--- config.mk ---
export PLATFORM = sky130hd
export DESIGN_NAME = npc_seq_ctrl
export DESIGN_NICKNAME = d
export VERILOG_FILES = /design/src/rtl/npc_pkg.sv /design/src/rtl/npc_perf_cnt.sv /design/src/rtl/npc_seq_ctrl.sv
export SDC_FILE = /design/constraint.sdc
export NUM_CORES = 1
export LEC_CHECK = 0
export ABC_AREA = 1
export BUFFER_PORTS_ARGS = -buffer_cell sky130_fd_sc_hd__buf_2
export CAP_MARGIN = 10
export CORE_MARGIN = 2
export CORE_UTILIZATION = 55
export CTS_CLUSTER_SIZE = 28
export DETAILED_ROUTE_END_ITERATION = 16
export PLACE_DENSITY_LB_ADDON = 0.2
export SETUP_SLACK_MARGIN = 0.4
export SLEW_MARGIN = 20
export SYNTH_ARGS = -nofsm -noshare
export SYNTH_HDL_FRONTEND = slang
export SYNTH_SLANG_ARGS = --single-unit
--- constraint.sdc ---
create_clock -name clk -period 2.88 [get_ports clk]
set_input_delay 0.432 -clock clk [delete_from_list [all_inputs] [get_ports clk]]
set_output_delay 0.432 -clock clk [all_outputs]
set_load 0.05 [all_outputs]
--- src/rtl/npc_pkg.sv ---
`default_nettype none
// ============================================================================
// Module      : npc_pkg
// Description : Shared constants for the NPC sequencer: state encoding,
//               halt-cause codes, ebreak encoding and XLEN/reset PC.
// Revision    : 1.0 - initial release
// ============================================================================
package npc_pkg;

    localparam int c_XLEN = 64;
    localparam logic [c_XLEN-1:0] c_RESET_PC = 64'h8000_0000;

    // Sequencer state encoding (visible on state_o)
    localparam logic [2:0] c_S_IDLE   = 3'd0;
    localparam logic [2:0] c_S_FETCH  = 3'd1;
    localparam logic [2:0] c_S_DECODE = 3'd2;
    localparam logic [2:0] c_S_EXEC   = 3'd3;
    localparam logic [2:0] c_S_WB     = 3'd4;
    localparam logic [2:0] c_S_HALT   = 3'd5;

    // Halt cause codes
    localparam logic [1:0] c_HC_NONE    = 2'd0;
    localparam logic [1:0] c_HC_EBREAK  = 2'd1;
    localparam logic [1:0] c_HC_ILLEGAL = 2'd2;
    localparam logic [1:0] c_HC_TIMEOUT = 2'd3;

    localparam logic [31:0] c_INST_EBREAK = 32'h0010_0073;

endpackage
`default_nettype wire

--- src/rtl/npc_perf_cnt.sv ---
`default_nettype none
// ============================================================================
// Module      : npc_perf_cnt
// Description : Cycle and retired-instruction counters for the NPC core.
//               Both wrap silently modulo 2^CNT_W.
// Revision    : 1.0 - initial release
// ============================================================================
module npc_perf_cnt #(
    parameter int CNT_W = 64
) (
    input  logic             clk,
    input  logic             rst_n,
    input  logic             i_cyc_en,
    input  logic             i_ret_inc,
    output logic [CNT_W-1:0] o_cycle_cnt,
    output logic [CNT_W-1:0] o_instret_cnt
);

    logic [CNT_W-1:0] r_cycle_cnt;
    logic [CNT_W-1:0] r_instret_cnt;

    // Count active cycles and retirements; reset clears both.
    always_ff @(posedge clk) begin
        if (!rst_n) begin
            r_cycle_cnt   <= '0;
            r_instret_cnt <= '0;
        end else begin
            if (i_cyc_en) begin
                r_cycle_cnt <= r_cycle_cnt + CNT_W'(1);
            end
            if (i_ret_inc) begin
                r_instret_cnt <= r_instret_cnt + CNT_W'(1);
            end
        end
    end

    assign o_cycle_cnt   = r_cycle_cnt;
    assign o_instret_cnt = r_instret_cnt;

endmodule
`default_nettype wire

--- src/rtl/npc_seq_ctrl.sv ---
`default_nettype none
// ============================================================================
// Module      : npc_seq_ctrl
// Description : Multi-cycle FETCH/DECODE/EXEC/WB sequencer for the NPC core.
//               Owns the PC, fetch timeout and sticky halt; all outputs are
//               registered or decoded from the state register only.
// Revision    : 1.0 - initial release
// ============================================================================
module npc_seq_ctrl
    import npc_pkg::*;
#(
    parameter logic [c_XLEN-1:0] RESET_PC      = c_RESET_PC,
    parameter int                FETCH_TIMEOUT = 16,
    parameter int                CNT_W         = 64
) (
    input  logic              clk,
    input  logic              rst_n,
    input  logic              start,
    input  logic              stop_req,
    output logic              imem_req,
    output logic [c_XLEN-1:0] imem_addr,
    input  logic              imem_rvalid,
    input  logic [31:0]       imem_rdata,
    output logic [31:0]       inst,
    input  logic              dec_legal,
    input  logic              dec_reg_wr,
    input  logic [4:0]        dec_rd,
    output logic              exu_en,
    output logic              rf_wen,
    output logic [c_XLEN-1:0] pc,
    output logic [2:0]        state_o,
    output logic              halted,
    output logic [1:0]        halt_cause,
    output logic [CNT_W-1:0]  cycle_cnt,
    output logic [CNT_W-1:0]  instret_cnt
);

    // Last FETCH wait-count value allowed before the fetch is declared dead
    localparam logic [7:0] c_WAIT_LAST = 8'(FETCH_TIMEOUT - 1);

    logic [2:0]        r_state;
    logic [2:0]        w_state_nxt;
    logic [1:0]        r_cause;
    logic [1:0]        w_cause_nxt;
    logic [c_XLEN-1:0] r_pc;
    logic [31:0]       r_inst;
    logic [7:0]        r_wait;
    logic              r_rf_wen;
    logic              w_cyc_en;
    logic              w_retire;

    // Next-state and halt-cause selection.
    always_comb begin
        w_state_nxt = r_state;
        w_cause_nxt = r_cause;
        case (r_state)
            c_S_IDLE: begin
                if (start) begin
                    w_state_nxt = c_S_FETCH;
                end
            end
            c_S_FETCH: begin
                // A response on the final allowed cycle beats the timeout
                if (imem_rvalid) begin
                    w_state_nxt = c_S_DECODE;
                end else if (r_wait == c_WAIT_LAST) begin
                    w_state_nxt = c_S_HALT;
                    w_cause_nxt = c_HC_TIMEOUT;
                end
            end
            c_S_DECODE: begin
                // ebreak is not a legal decoder op, so it must be checked first
                if (r_inst == c_INST_EBREAK) begin
                    w_state_nxt = c_S_HALT;
                    w_cause_nxt = c_HC_EBREAK;
                end else if (!dec_legal) begin
                    w_state_nxt = c_S_HALT;
                    w_cause_nxt = c_HC_ILLEGAL;
                end else begin
                    w_state_nxt = c_S_EXEC;
                end
            end
            c_S_EXEC: begin
                w_state_nxt = c_S_WB;
            end
            c_S_WB: begin
                w_state_nxt = stop_req ? c_S_IDLE : c_S_FETCH;
            end
            c_S_HALT: begin
                w_state_nxt = c_S_HALT;
            end
            default: begin
                w_state_nxt = c_S_IDLE;
            end
        endcase
    end

    // State, PC, instruction latch, fetch wait counter and registered rf_wen.
    always_ff @(posedge clk) begin
        if (!rst_n) begin
            r_state  <= c_S_IDLE;
            r_cause  <= c_HC_NONE;
            r_pc     <= RESET_PC;
            r_inst   <= 32'h0;
            r_wait   <= 8'd0;
            r_rf_wen <= 1'b0;
        end else begin
            r_state <= w_state_nxt;
            r_cause <= w_cause_nxt;
            // Decoder outputs are stable in EXEC, so the WB-cycle enable is
            // captured one cycle early to keep rf_wen registered
            r_rf_wen <= (r_state == c_S_EXEC) && dec_reg_wr && (dec_rd != 5'd0);
            if ((r_state == c_S_FETCH) && imem_rvalid) begin
                r_inst <= imem_rdata;
            end
            if (r_state == c_S_WB) begin
                r_pc <= r_pc + 64'd4;
            end
            // Held at zero outside FETCH so every FETCH entry starts from zero
            if (r_state != c_S_FETCH) begin
                r_wait <= 8'd0;
            end else if (!imem_rvalid) begin
                r_wait <= r_wait + 8'd1;
            end
        end
    end

    assign w_cyc_en = (r_state != c_S_IDLE) && (r_state != c_S_HALT);
    assign w_retire = (r_state == c_S_WB);

    npc_perf_cnt #(
        .CNT_W (CNT_W)
    ) u_perf_cnt (
        .clk           (clk),
        .rst_n         (rst_n),
        .i_cyc_en      (w_cyc_en),
        .i_ret_inc     (w_retire),
        .o_cycle_cnt   (cycle_cnt),
        .o_instret_cnt (instret_cnt)
    );

    assign imem_req   = (r_state == c_S_FETCH);
    assign imem_addr  = r_pc;
    assign inst       = r_inst;
    assign exu_en     = (r_state == c_S_EXEC);
    assign rf_wen     = r_rf_wen;
    assign pc         = r_pc;
    assign state_o    = r_state;
    assign halted     = (r_state == c_S_HALT);
    assign halt_cause = r_cause;

endmodule
`default_nettype wire

# After elaboration in Yosys (flattened, before gate mapping)
# Index checks and enable logic that the tools add are counted.
dict set report op_classes {
  n_addsub 4
  multipliers 0
  div_mod_pow 0
  n_lt_le_gt_ge 0
  n_eq_ne 14
  shifts 0
  n_mux 12
  bitwise 1
  reduce_logical 11
}
# operator n
set op_table {}
lappend op_table {{adder 64 x 1 -> 64 bit (second input constant)} 2}
lappend op_table {{adder 64 x 3 -> 64 bit (second input constant)} 1}
lappend op_table {{equality test 32 x 21 -> 1 bit (second input constant)} 1}
lappend op_table {{case mux 3 bit (6 select lines)} 1}
lappend op_table {{two-way mux 3 bit} 5}
lappend op_table {{adder 8 x 1 -> 8 bit (second input constant)} 1}
lappend op_table {{equality test 8 x 4 -> 1 bit (second input constant)} 1}
lappend op_table {{two-way mux 2 bit} 4}
lappend op_table {{equality test 3 x 2 -> 1 bit (second input constant)} 2}
lappend op_table {{equality test 3 bit (second input constant)} 2}
lappend op_table {{!= test 3 x 1 -> 1 bit (second input constant)} 2}
lappend op_table {{!= test 3 bit (second input constant)} 2}
lappend op_table {{nonzero test 5 bit} 1}
lappend op_table {{logical AND 1 bit} 4}
lappend op_table {{!= test 2 bit (second input constant)} 2}
lappend op_table {{case mux 2 bit (2 select lines)} 1}
lappend op_table {{AND reduction 4 bit} 1}
lappend op_table {{equality test 3 x 1 -> 1 bit (second input constant)} 1}
lappend op_table {{logical NOT 3 bit} 1}
lappend op_table {{nonzero test 3 bit} 1}
lappend op_table {{!= test 2 x 1 -> 1 bit (second input constant)} 1}
lappend op_table {{AND reduction 2 bit} 1}
lappend op_table {{nonzero test 2 bit} 1}
lappend op_table {{OR reduction 2 bit} 1}
lappend op_table {{other kinds (2)} 2}
dict set report totals {
  reg_bits 238
  latchBits 0
  mem_bits_rw 0
  rom_bits 0
  output_inout_bits 297
  elab_cells 50
  n_memories 0
}

# Logic depth before layout (Yosys ltp)
# Gate-level depths: netlist (run 1).
dict set report depth {
  word_depth 4
  depth_mapped 12
  depth_no_buf 12
}

# Hierarchy
# Synthesis (run 1) repeated with hierarchy kept, for this count alone.
dict set report hier_totals {
  cells_unflattened 2243
  area_unflattened_um2 13854.5
}
# mod n_inst cells_each area_per_inst_um2 seq_area_each_um2
set modules_own_cells {}
lappend modules_own_cells {npc_perf_cnt 1 1326 7842.5 2562.5}
lappend modules_own_cells {npc_seq_ctrl 1 917 6012.0 2162.1}

# Worst setup path after synthesis (run 1)
# OpenSTA, ideal clock, no wires.
dict set report synth_path {
  kind {register to register}
  from {register r_state[0] (netlist: state_o[0])}
  to {register r_inst[24] (netlist: inst[24])}
  t_arrival_ns 2.364
  required_time_ns 2.764
  setup_slack_ns 0.400
  stages_incl_launch_ff 9
  path_buffers 1
  synth_period_minus_slack_ns 2.480
  path_cell_list {dfxtp_1 -> nand2_1 -> nor2_1 -> inv_1 -> nor2_1 -> inv_2 -> clkbuf_1 -> nor2_1 -> nor2_1}
}
dict set report synth_between {
  elab_chain_len 2
}
# element line
set synth_rtl {}
lappend synth_rtl {{start: declaration} npc_seq_ctrl.sv:41} ;# logic [2:0] r_state;
lappend synth_rtl {{start signal: assignment} npc_seq_ctrl.sv:101} ;# r_state <= c_S_IDLE;
lappend synth_rtl {{start signal: assignment} npc_seq_ctrl.sv:108} ;# r_state <= w_state_nxt;
lappend synth_rtl {{equality test 3 x 1 -> 1 bit} -}
lappend synth_rtl {{named net imem_req} npc_seq_ctrl.sv:20} ;# output logic imem_req,
lappend synth_rtl {{logical AND 1 bit} npc_seq_ctrl.sv:113} ;# if ((r_state == c_S_FETCH) && imem_rvalid) begin
lappend synth_rtl {{end signal: assignment} npc_seq_ctrl.sv:114} ;# r_inst <= imem_rdata;
lappend synth_rtl {{end: declaration} npc_seq_ctrl.sv:46} ;# logic [31:0] r_inst;
# The timed path passes the listed nets, and every way through them passes these cells.
# A chain may end at the register's enable or synchronous reset.

# Final worst setup path (run 1)
dict set report layout_path {
  from {register r_pc[3] (netlist: imem_addr[3])}
  to {register r_pc[42] (netlist: imem_addr[42])}
}
dict set report layout_between {
  elab_chain_len 1
}
# element line
set layout_rtl {}
lappend layout_rtl {{start: declaration} npc_seq_ctrl.sv:45} ;# logic [c_XLEN-1:0] r_pc;
lappend layout_rtl {{start signal: assignment} npc_seq_ctrl.sv:117} ;# r_pc <= r_pc + 64'd4;
lappend layout_rtl {{adder 64 x 3 -> 64 bit} npc_seq_ctrl.sv:117}
# Every way passes these cells.

==> results of run 1 <==
==> flip-flops by register name, summed over array words and instances, names as in the netlist <==
register and cells:
u_perf_cnt.o_cycle_cnt 64, u_perf_cnt.o_instret_cnt 64, imem_addr 62, inst 32
r_wait 8, state_o 3, halt_cause 2, rf_wen 1
==> power groups by stage <==
stage	clock network (uW)	logic, uW	registers, uW
2_1_floorplan	0	446	3890
3_3_place_gp	0	1070	3530
3_5_place_dp	0	1090	3540
4_1_cts	3630	1090	3470
5_1_grt	3770	1170	3480
6_report	3590	1100	3470
==> cells in the mapped netlist, types with 2 or more instances <==
library cell,n
nand2_2,6
buf_1,7
nand3b_1,2
nand2_1,432
a31oi_1,10
nor4_1,2
xnor2_1,10
nand3_2,5
nor3b_1,8
nor2_4,9
nand4_1,71
nor2_2,19
o211ai_1,2
nor2_1,460
nand3_1,131
dfxtp_1,236
and3_1,4
nor3_2,4
clkbuf_1,24
buf_4,68
inv_1,253
nor3_1,50
or2_2,4
and2_1,6
inv_2,6
o21ai_1,2
a21oi_1,105
xor2_1,16
ha_1,4
o21ai_0,108
o21a_1,10
==> stage by stage <==
| stage | instances | setup slack (ns) |
|---|---|---|
| after detailed placement | 2650 | 0.642 |
| after floorplan | 2090 | 0.658 |
| after global placement | 2650 | 0.671 |
| after CTS | 2698 | 0.620 |
| final | 2699 | 0.635 |
| after global routing | 2699 | 0.463 |
==> area by class of cell <==
class	instances	area [um^2]	area share (%)
repair buffers	342	1740	11.1
inverters	259	972	6.22
flip-flops and latches	236	4720	30.2
well taps	319	399	2.55
diodes	1	2.50	0.0160
clock inverters	13	155	0.993
clock buffers	35	776	4.97
multi-input cells	1494	6850	43.9
==> critical path, delay by kind of cell (launching register included) <==
kind / cells / cell delay (ns)
AO/OA/AOI/OAI: 1 / 0.08
adder cells (fa/ha/maj): 1 / 0.29
flip-flops: 1 / 0.52
AND/OR/NAND/NOR: 7 / 1.25
==> worst paths after layout <==
check                  end  cells after the start
max          imem_addr[42]                      9
min               inst[27]                      3
max reg2reg  imem_addr[42]                      9
min reg2reg  halt_cause[1]                      2
==> kinds of logic after synthesis <==
group,Yosys count,share of synthesized area [%]
AND/OR/NAND/NOR,1220,40.2
buffers and inverters,360,12.3
AO/OA/AOI/OAI,240,9.51
flip-flops,236,35.9
XOR/XNOR,26,1.73
adder cells (fa/ha/maj),4,0.380
other,1,0.0285
==> layer usage <==
layer	GRT usage, %	vias up	share of wire [%]
met5	0	-	0
met4	7.46	0	2.4
met3	4.60	66	8.0
met2	52.6	592	46
met1	43.2	6545	44
li1	-	7151	-
==> results.sh, run 1 <==
export IMPL_crit_top_cell="nand3_1"
export IMPL_drcViolationCount=0
export IMPL_power_leakage_uw=0.00705
export IMPL_hold_viol=0
export IMPL_dieHeight_um=159
export IMPL_skew_ns=0.0108
export IMPL_synth_edff_count=0
export IMPL_post_cts_setup_buffers=0
export IMPL_ir_drop_mv=0.577
export IMPL_h_tree_depth=1
export IMPL_placed_area_um2=14700
export IMPL_vias_per_cell=5.32
export IMPL_finalPower_uw=8160
export IMPL_p_per_area_nw_per_um2=522
export IMPL_grt_overflow=0
export IMPL_cap_violations=0
export IMPL_p_seq_share_pct=42.5
export IMPL_netlist_area_um2=13200
export IMPL_ys_top_cells_by_area="dfxtp_1 (36%), nor2_1 (13%), nand2_1 (12%)"
export IMPL_crit_required_ns=3.32
export IMPL_p_comb_share_pct=13.4
export IMPL_start_kind="register"
export IMPL_crit_path_max_incr_delay_ns=0.52
export IMPL_async_reset_ff_share_pct=0
export IMPL_start_util_pct=56.1
export IMPL_intPower_uw=5770
export IMPL_grt_util_all_layers_pct=31.6
export IMPL_final_cell_mix="nor2_1 (459), nand2_1 (432), buf_2 (335)"
export IMPL_clockBufferDepth=3
export IMPL_place_congestion=0.949
export IMPL_routed_via_count=14354
export IMPL_switching_share_pct=29.2
export IMPL_switching_power_uw=2380
export IMPL_min_from="imem_rdata[27]"
export IMPL_antenna_found_initial=1
export IMPL_cp_arrival_ns=2.68
export IMPL_rsz0062_at_grt="no"
export IMPL_wl_per_cell_um=15.4
export IMPL_tightestPinTransition_ns=0.602
export IMPL_grt_pass1_wl_um=66600
export IMPL_setup_worst_path_class="register to register"
export IMPL_synthToLayoutAreaGrowth_pct=18.6
export IMPL_dieArea_um2=25200
export IMPL_r2r_slack_ns=0.64
export IMPL_crit_path_max_fanout=6
export IMPL_setup_tns_final_ns=0
export IMPL_fmax_mhz=445
export IMPL_synthDistinctLibCells=44
export IMPL_hold_class="primary input to register"
export IMPL_r2r_start="imem_addr[3]"
export IMPL_cts_inserted_buffers=27
export IMPL_yosysTopAreaCellShare_pct=35.9
export IMPL_synth_ff_type="dfxtp_1"
export IMPL_slew_violations=0
export IMPL_drt_iter0_markers=1314
export IMPL_synth_cells=2087
export IMPL_ys_seq_elements=236
export IMPL_fin_nets=2408
export IMPL_finalSetupViolations=0
export IMPL_cts_tree="yes"
export IMPL_cts_num_sinks=236
export IMPL_fin_util_pct=66.6
export IMPL_antenna_left=0
export IMPL_grt_max_degree=126
export IMPL_drive_gt1_share_pct=18.8
export IMPL_dr_pass1_iters=6
export IMPL_die_x_um=159
export IMPL_cts_hold_buf=0
export IMPL_cp_startpoint="imem_addr[3]"
export IMPL_fillers=2176
export IMPL_cts_root_buf="clkbuf_16"
export IMPL_crit_path_cell_trace="ha_1 > nand3_1 > nor2_1 > nand2_2 > nor2_4 > nand3_1 > nor2_2 > a21oi_1 > and2_1"
export IMPL_ys_seq_area_share_pct=35.9
export IMPL_port_buffers=336
export IMPL_relSlewSlack_pct=59.5
export IMPL_end_kind="register"
export IMPL_final_common_cell="nor2_1"
export IMPL_fin_area_um2=15600
export IMPL_placementRows=56
export IMPL_dpl_hpwl_um=31800
export IMPL_holdWs_ns=0.105
export IMPL_min_period_over_period_pct=78.0
export IMPL_grt_pass1_vias=12964
export IMPL_io_pins=341
export IMPL_cts_resized_gates=0
export IMPL_insertion_delay_ns=0.54
export IMPL_core_area_um2=23500
export IMPL_syn_area_per_cell_um2=6.31
export IMPL_yosys_warnings=0
export IMPL_synth_largest_area_cell="dfxtp_1"
export IMPL_cp_slowest_cell="dfxtp_1"
export IMPL_timing_final_crit_period_ns=2.24
export IMPL_clkTransAtPathRegs_ns=0.06
export IMPL_drt_wl_total_um=41600
export IMPL_clockPowerShare_pct=44.0
export IMPL_status="finished clean"
(Power assumes the default switching activity.)
==> inputs of run 2 (changes only) <==
Settings changed: ABC_AREA 1 to 0, CORE_UTILIZATION 55 to 47.
Clock period 2.88 ns to 1.95 ns, I/O delays scaled along.
==> run 2 against run 1 <==
Clock power grew 42%. Register-to-register slack lost 0.80 ns. Cell count decreased by 15%. Critical endpoint is now imem_addr[61]. Sequential share of layout area decreased by 2.9 points. First-iteration DRC count fell by 27%. Worst setup slack got worse by 0.80 ns. The flow now finishes with violations (negative setup slack). Largest power group unchanged. Final area rose by 18%. Non-clock buffer count up 298.
==> results.sh, run 2 <==
export IMPL_power_leakage_uw=0.00811
export IMPL_cts_num_sinks=236
export IMPL_insertion_delay_ns=0.54
export IMPL_place_congestion=0.893
export IMPL_min_from="dec_rd[4]"
export IMPL_antenna_left=0
export IMPL_fin_ws_ns=-0.162
export IMPL_grt_pass1_vias=11851
export IMPL_p_per_area_nw_per_um2=583
export IMPL_synth_cells=1392
export IMPL_synth_ff_type="dfxtp_1"
export IMPL_io_pins=341
export IMPL_dieHeight_um=160
export IMPL_regArea_um2=5050
export IMPL_antenna_found_initial=3
export IMPL_start_util_pct=47.4
export IMPL_relSlewSlack_pct=66.1
export IMPL_fin_nets=1987
export IMPL_hold_class="primary input to register"
export IMPL_dpl_hpwl_um=24600
export IMPL_synth_largest_area_cell="dfxtp_1"
export IMPL_synthToLayoutAreaGrowth_pct=61.9
export IMPL_tightestPinTransition_ns=0.508
export IMPL_end_kind="register"
export IMPL_cts_inserted_buffers=28
export IMPL_rsz0062_at_grt="yes"
export IMPL_drive_gt1_share_pct=52.9
export IMPL_wl_per_cell_um=17.5
export IMPL_clockBufferDepth=3
export IMPL_violations="negative setup slack"
export IMPL_ir_drop_mv=0.702
export IMPL_final_cell_mix="buf_2 (331), buf_4 (187), nand2_1 (131)"
export IMPL_finalSetupViolations=77
export IMPL_skew_ns=0.00789
export IMPL_grt_max_degree=68
export IMPL_final_common_cell="buf_2"
export IMPL_yosysMostFrequentCell="dfxtp_1"
export IMPL_cts_root_buf="clkbuf_16"
export IMPL_start_kind="register"
export IMPL_core_area_um2=24100
export IMPL_hold_end="rf_wen"
export IMPL_slew_violations=0
export IMPL_port_buffers=336
export IMPL_fmax_mhz=473
export IMPL_vias_per_cell=5.62
export IMPL_h_tree_depth=1
export IMPL_dr_pass1_iters=5
export IMPL_crit_path_max_fanout=7
export IMPL_yosys_warnings=0
export IMPL_grt_util_all_layers_pct=27.4
export IMPL_drcViolationCount=0
export IMPL_min_period_over_period_pct=108
export IMPL_r2r_start="state_o[0]"
export IMPL_status="finished, violations left"
export IMPL_clkTransAtPathRegs_ns=0.06
export IMPL_synthDistinctLibCells=58
export IMPL_ys_seq_elements=236
export IMPL_setup_worst_path_class="register to register"
export IMPL_rr_worst_depth=5
export IMPL_cap_violations=0
export IMPL_ys_seq_area_share_pct=41.3
export IMPL_netlist_area_um2=11400
export IMPL_grt_pass1_wl_um=59200
export IMPL_synth_top_cells_by_count="dfxtp_1 (236), nand2_1 (165), a21oi_1 (126)"
export IMPL_dieArea_um2=25600
export IMPL_holdWs_ns=0.0260
export IMPL_hold_viol=0
export IMPL_finalPower_uw=10800
export IMPL_r2r_slack_ns=-0.16
export IMPL_synth_edff_count=0
export IMPL_drt_wl_total_um=40100
export IMPL_drt_iter0_markers=958
export IMPL_ys_top_cells_by_area="dfxtp_1 (41%), a21oi_1 (5.5%), nand2_1 (5.4%)"
export IMPL_async_reset_ff_share_pct=0
export IMPL_syn_area_per_cell_um2=8.21
export IMPL_die_x_um=160
export IMPL_cp_arrival_ns=2.58
export IMPL_timing_final_crit_period_ns=2.11
export IMPL_fillers=1668
export IMPL_r2r_end="imem_addr[61]"
export IMPL_cts_tree="yes"
export IMPL_multi_input_area_um2=7410
export IMPL_routed_via_count=12846
export IMPL_placementRows=57
export IMPL_yosysTopAreaCellShare_pct=41.3
export IMPL_grt_overflow=0
export IMPL_holdPathStages=3
export IMPL_crit_required_ns=2.42
[run 2: cell types whose count changed after synthesis, moves of 27 or more]
cell      change
inv_1       -230
xor2_1       +32
nand3_1      -71
clkbuf_1     +32
nor4_1       +27
or4_1        +39
o21ai_0      -59
xnor2_1      +41
o31ai_1      +35
or3_1        +47
nand2_1     -267
nor2_1      -339
[run 2: power breakdown]
part / total, uW / switching [uW] / leakage (uW) / internal (uW)
Sequential: 4840 / 45.1 / 0.00199 / 4790
Combinational: 869 / 548 / 0.00567 / 321
Clock: 5080 / 2040 / 0.000451 / 3050
[run 2: worst max-delay path, stage by stage, from the launching register on]
cell and delay [ns]:
dfxtp_2 0.33, nand4bb_4 0.23, or4_4 0.47, or4_4 0.49
or3_4 0.39, a21oi_2 0.14
[run 2: layout make-up]
type	count	area share (%)
Antenna cell	1	0.0135
Clock buffer	46	4.75
Clock inverter	5	0.135
Inverter	23	0.514
Multi-Input combinational cell	1010	40.1
Sequential cell	236	27.3
Tap cell	324	2.19
Timing Repair Buffer	640	25.0
[run 2: cell families (layout without fill, tap and decap cells)]
family	after synthesis	in the layout	synth area share, %
AO/OA/AOI/OAI	233	233	11.6
XOR/XNOR	99	99	7.59
adder cells (fa/ha/maj)	4	4	0.438
buffers and inverters	152	714	7.39
flip-flops	236	236	41.3
multiplexers	5	5	0.438
other	1	5	0.0328
AND/OR/NAND/NOR	662	665	31.1
[run 2: worst max path at each step]
| stage | startpoint | to | depth (start not counted) |
|---|---|---|---|
| final | state_o[0] | imem_addr[61] | 5 |
| after global routing | imem_addr[3] | imem_addr[61] | 5 |
| after CTS | state_o[2] | u_perf_cnt.o_instret_cnt[51] | 7 |
| after detailed placement | imem_addr[8] | imem_addr[51] | 5 |
| after global placement | imem_addr[8] | imem_addr[51] | 5 |
| after floorplan | state_o[1] | imem_addr[55] | 8 |
[run 2: metal layers]
metal	wire length, um	GRT usage [%]	vias to the layer above
li1	-	-	6070
met1	16100	34.5	6173
met2	19900	47.2	483
met3	2690	5.71	118
met4	1350	8.44	2
met5	16	0	-
[run 2: through the flow]
step | std cells | setup TNS, ns | util [%] | setup slack (ns) | instance area [um^2]
2_1_floorplan | 1395 | -13.85 | - | -0.449 | 12100
6_report | 2285 | -5.04 | 76.8 | -0.162 | 18500
3_5_place_dp | 2109 | -6.22 | 61.4 | -0.204 | 14800
5_1_grt | 2284 | -12.98 | 76.7 | -0.210 | 18500
4_1_cts | 2234 | -3.79 | 70.0 | -0.121 | 16900
3_3_place_gp | 2109 | -4.21 | 61.4 | -0.189 | 14800
[run 2: repair_timing]
action	in CTS	in global routing
gates resized for setup	97	276
endpoints found under the hold margin	33	0
hold buffers	33	0
pin swaps	42	152
gates cloned	6	6
endpoints found under the setup margin	346	400
buffers inserted	35	44
==> inputs of run 3 (changes only) <==
Settings changed: ABC_AREA 0 to 1, CORE_UTILIZATION 47 to 49.
==> run 3 against run 2 <==
The run now ends clean. First-iteration DRC count is 27% higher. Total power up 19%. Global-route usage is 4.1 points higher. Die area is 10% higher. Utilization is 2.7 points lower. Critical path type unchanged.
==> results.sh, run 3 (synthesis gave the netlist of run 1 again) <==
export IMPL_status="finished clean"
export IMPL_crit_required_ns=2.37
export IMPL_vias_per_cell=5.45
export IMPL_start_kind="register"
export IMPL_cp_arrival_ns=2.24
export IMPL_core_area_um2=26700
export IMPL_min_period_over_period_pct=93.4
export IMPL_fin_area_um2=19700
export IMPL_io_pins=341
export IMPL_fmax_mhz=549
export IMPL_routed_via_count=15836
export IMPL_cts_num_sinks=236
export IMPL_hold_class="primary input to register"
export IMPL_rsz0062_at_grt="yes"
export IMPL_final_common_cell="nand2_1"
export IMPL_ir_drop_mv=1.05
export IMPL_crit_path_max_fanout=5
export IMPL_setup_tns_final_ns=0
export IMPL_grt_overflow=0
export IMPL_timing_final_crit_period_ns=1.82
export IMPL_slew_violations=0
export IMPL_port_buffers=336
export IMPL_placed_area_um2=15500
export IMPL_layout_cells_non_filler=2906
export IMPL_tightestPinTransition_ns=0.511
export IMPL_setup_worst_path_class="register to register"
export IMPL_end_kind="register"
export IMPL_grt_util_all_layers_pct=31.5
export IMPL_skew_ns=0.0216
export IMPL_synthToLayoutAreaGrowth_pct=49.8
export IMPL_dieHeight_um=168
export IMPL_fin_nets=2590
export IMPL_drive_gt1_share_pct=41.9
export IMPL_antenna_left=0
export IMPL_insertion_delay_ns=0.55
export IMPL_dpl_hpwl_um=33100
export IMPL_dieArea_um2=28200
export IMPL_cts_tree="yes"
export IMPL_finalSetupViolations=0
export IMPL_hold_viol=0
export IMPL_h_tree_depth=1
export IMPL_drt_wl_total_um=49800
export IMPL_dp_cells=2684
export IMPL_grt_pass1_vias=14188
export IMPL_placementRows=60
export IMPL_final_cell_mix="nand2_1 (366), nor2_1 (361), buf_2 (282)"
export IMPL_clkTransAtPathRegs_ns=0.06
export IMPL_die_x_um=168
export IMPL_cts_inserted_buffers=27
export IMPL_cts_root_buf="clkbuf_16"
export IMPL_drt_iter0_markers=1212
export IMPL_grt_max_degree=100
export IMPL_wl_per_cell_um=17.1
export IMPL_antenna_found_initial=2
export IMPL_cap_violations=0
export IMPL_dr_pass1_iters=6
export IMPL_power_leakage_uw=0.00868
export IMPL_fin_util_pct=74.1
export IMPL_clockBufferDepth=3
export IMPL_place_congestion=0.978
export IMPL_drcViolationCount=0
export IMPL_grt_pass1_wl_um=72800
export IMPL_start_util_pct=49.4
export IMPL_p_per_area_nw_per_um2=653
export IMPL_relSlewSlack_pct=65.9
==> run 3: cell types whose count changed in the layout (fill, tap and decap cells not counted), moves of 41 or more <==
cell / previous run / this run
buf_4: 187 / 128
nand2_1: 131 / 366
nor2_1: 114 / 361
o21ai_0: 28 / 73
nor2_2: 3 / 46
buf_2: 331 / 282
a21oi_2: 53 / 5
nor2_4: 4 / 81
nand2_2: 7 / 48
dfxtp_1: 98 / 56
inv_1: 20 / 231
==> run 3: stage by stage <==
step,total power (uW),hold WS (ns),setup WS [ns]
floorplan,6430,0.427,0.287
global placement,6860,0.436,0.156
detailed placement,6890,0.442,0.0844
CTS,12400,0.00205,0.199
global route,13300,0.0158,0.0550
finish,12900,0.0200,0.129
==> run 3: worst paths after layout <==
| check | start | end | slack (ns) | depth (start not counted) |
|---|---|---|---|---|
| max | state_o[0] | u_perf_cnt.o_instret_cnt[33] | 0.13 | 8 |
| max reg2reg | state_o[0] | u_perf_cnt.o_instret_cnt[33] | 0.13 | 8 |
| min reg2reg | u_perf_cnt.o_cycle_cnt[13] | u_perf_cnt.o_cycle_cnt[13] | 0.45 | 1 |
| min | dec_reg_wr | rf_wen | 0.02 | 3 |
==> run 3: final cells by class <==
type / instances / area (um^2)
inverters: 259 / 1020
clock inverters: 8 / 47.5
clock buffers: 42 / 877
well taps: 341 / 427
fillers: 2078 / 6920
repair buffers: 520 / 3640
multi-input cells: 1495 / 8520
diodes: 2 / 5.00
repair inverters: 3 / 26.3
flip-flops and latches: 236 / 5170
==> run 3: what timing repair did <==
action / CTS / global route
hold buffers: 31 / 0
buffers inserted: 69 / 62
cloned: 2 / 6
setup endpoints to repair: 152 / 239
endpoints found under the hold margin: 31 / 0
pin swaps: 87 / 136
gates resized for setup: 231 / 295
==> run 3: power by group <==
part	switching [uW]	internal, uW	leakage (uW)
Combinational	1620	923	0.00620
Clock	2180	3090	0.000460
Sequential	176	4890	0.00202
==> run 3: critical path, cell delays in order (launching register included) <==
cell and delay (ns):
dfxtp_4 0.38, nor2_4 0.23, nand2_8 0.10, buf_4 0.16, nor2_4 0.12, buf_6 0.12, nand4_1 0.20, o21ai_0 0.29
a21oi_1 0.09
==> run 3: per-layer routing <==
| metal | up-vias | global-route usage [%] | wire length (um) |
|---|---|---|---|
| li1 | 7557 | - | - |
| met1 | 7364 | 40.1 | 19900 |
| met2 | 761 | 53.1 | 23900 |
| met3 | 154 | 5.81 | 3980 |
| met4 | 0 | 12.2 | 2040 |
| met5 | - | 0 | 0 |
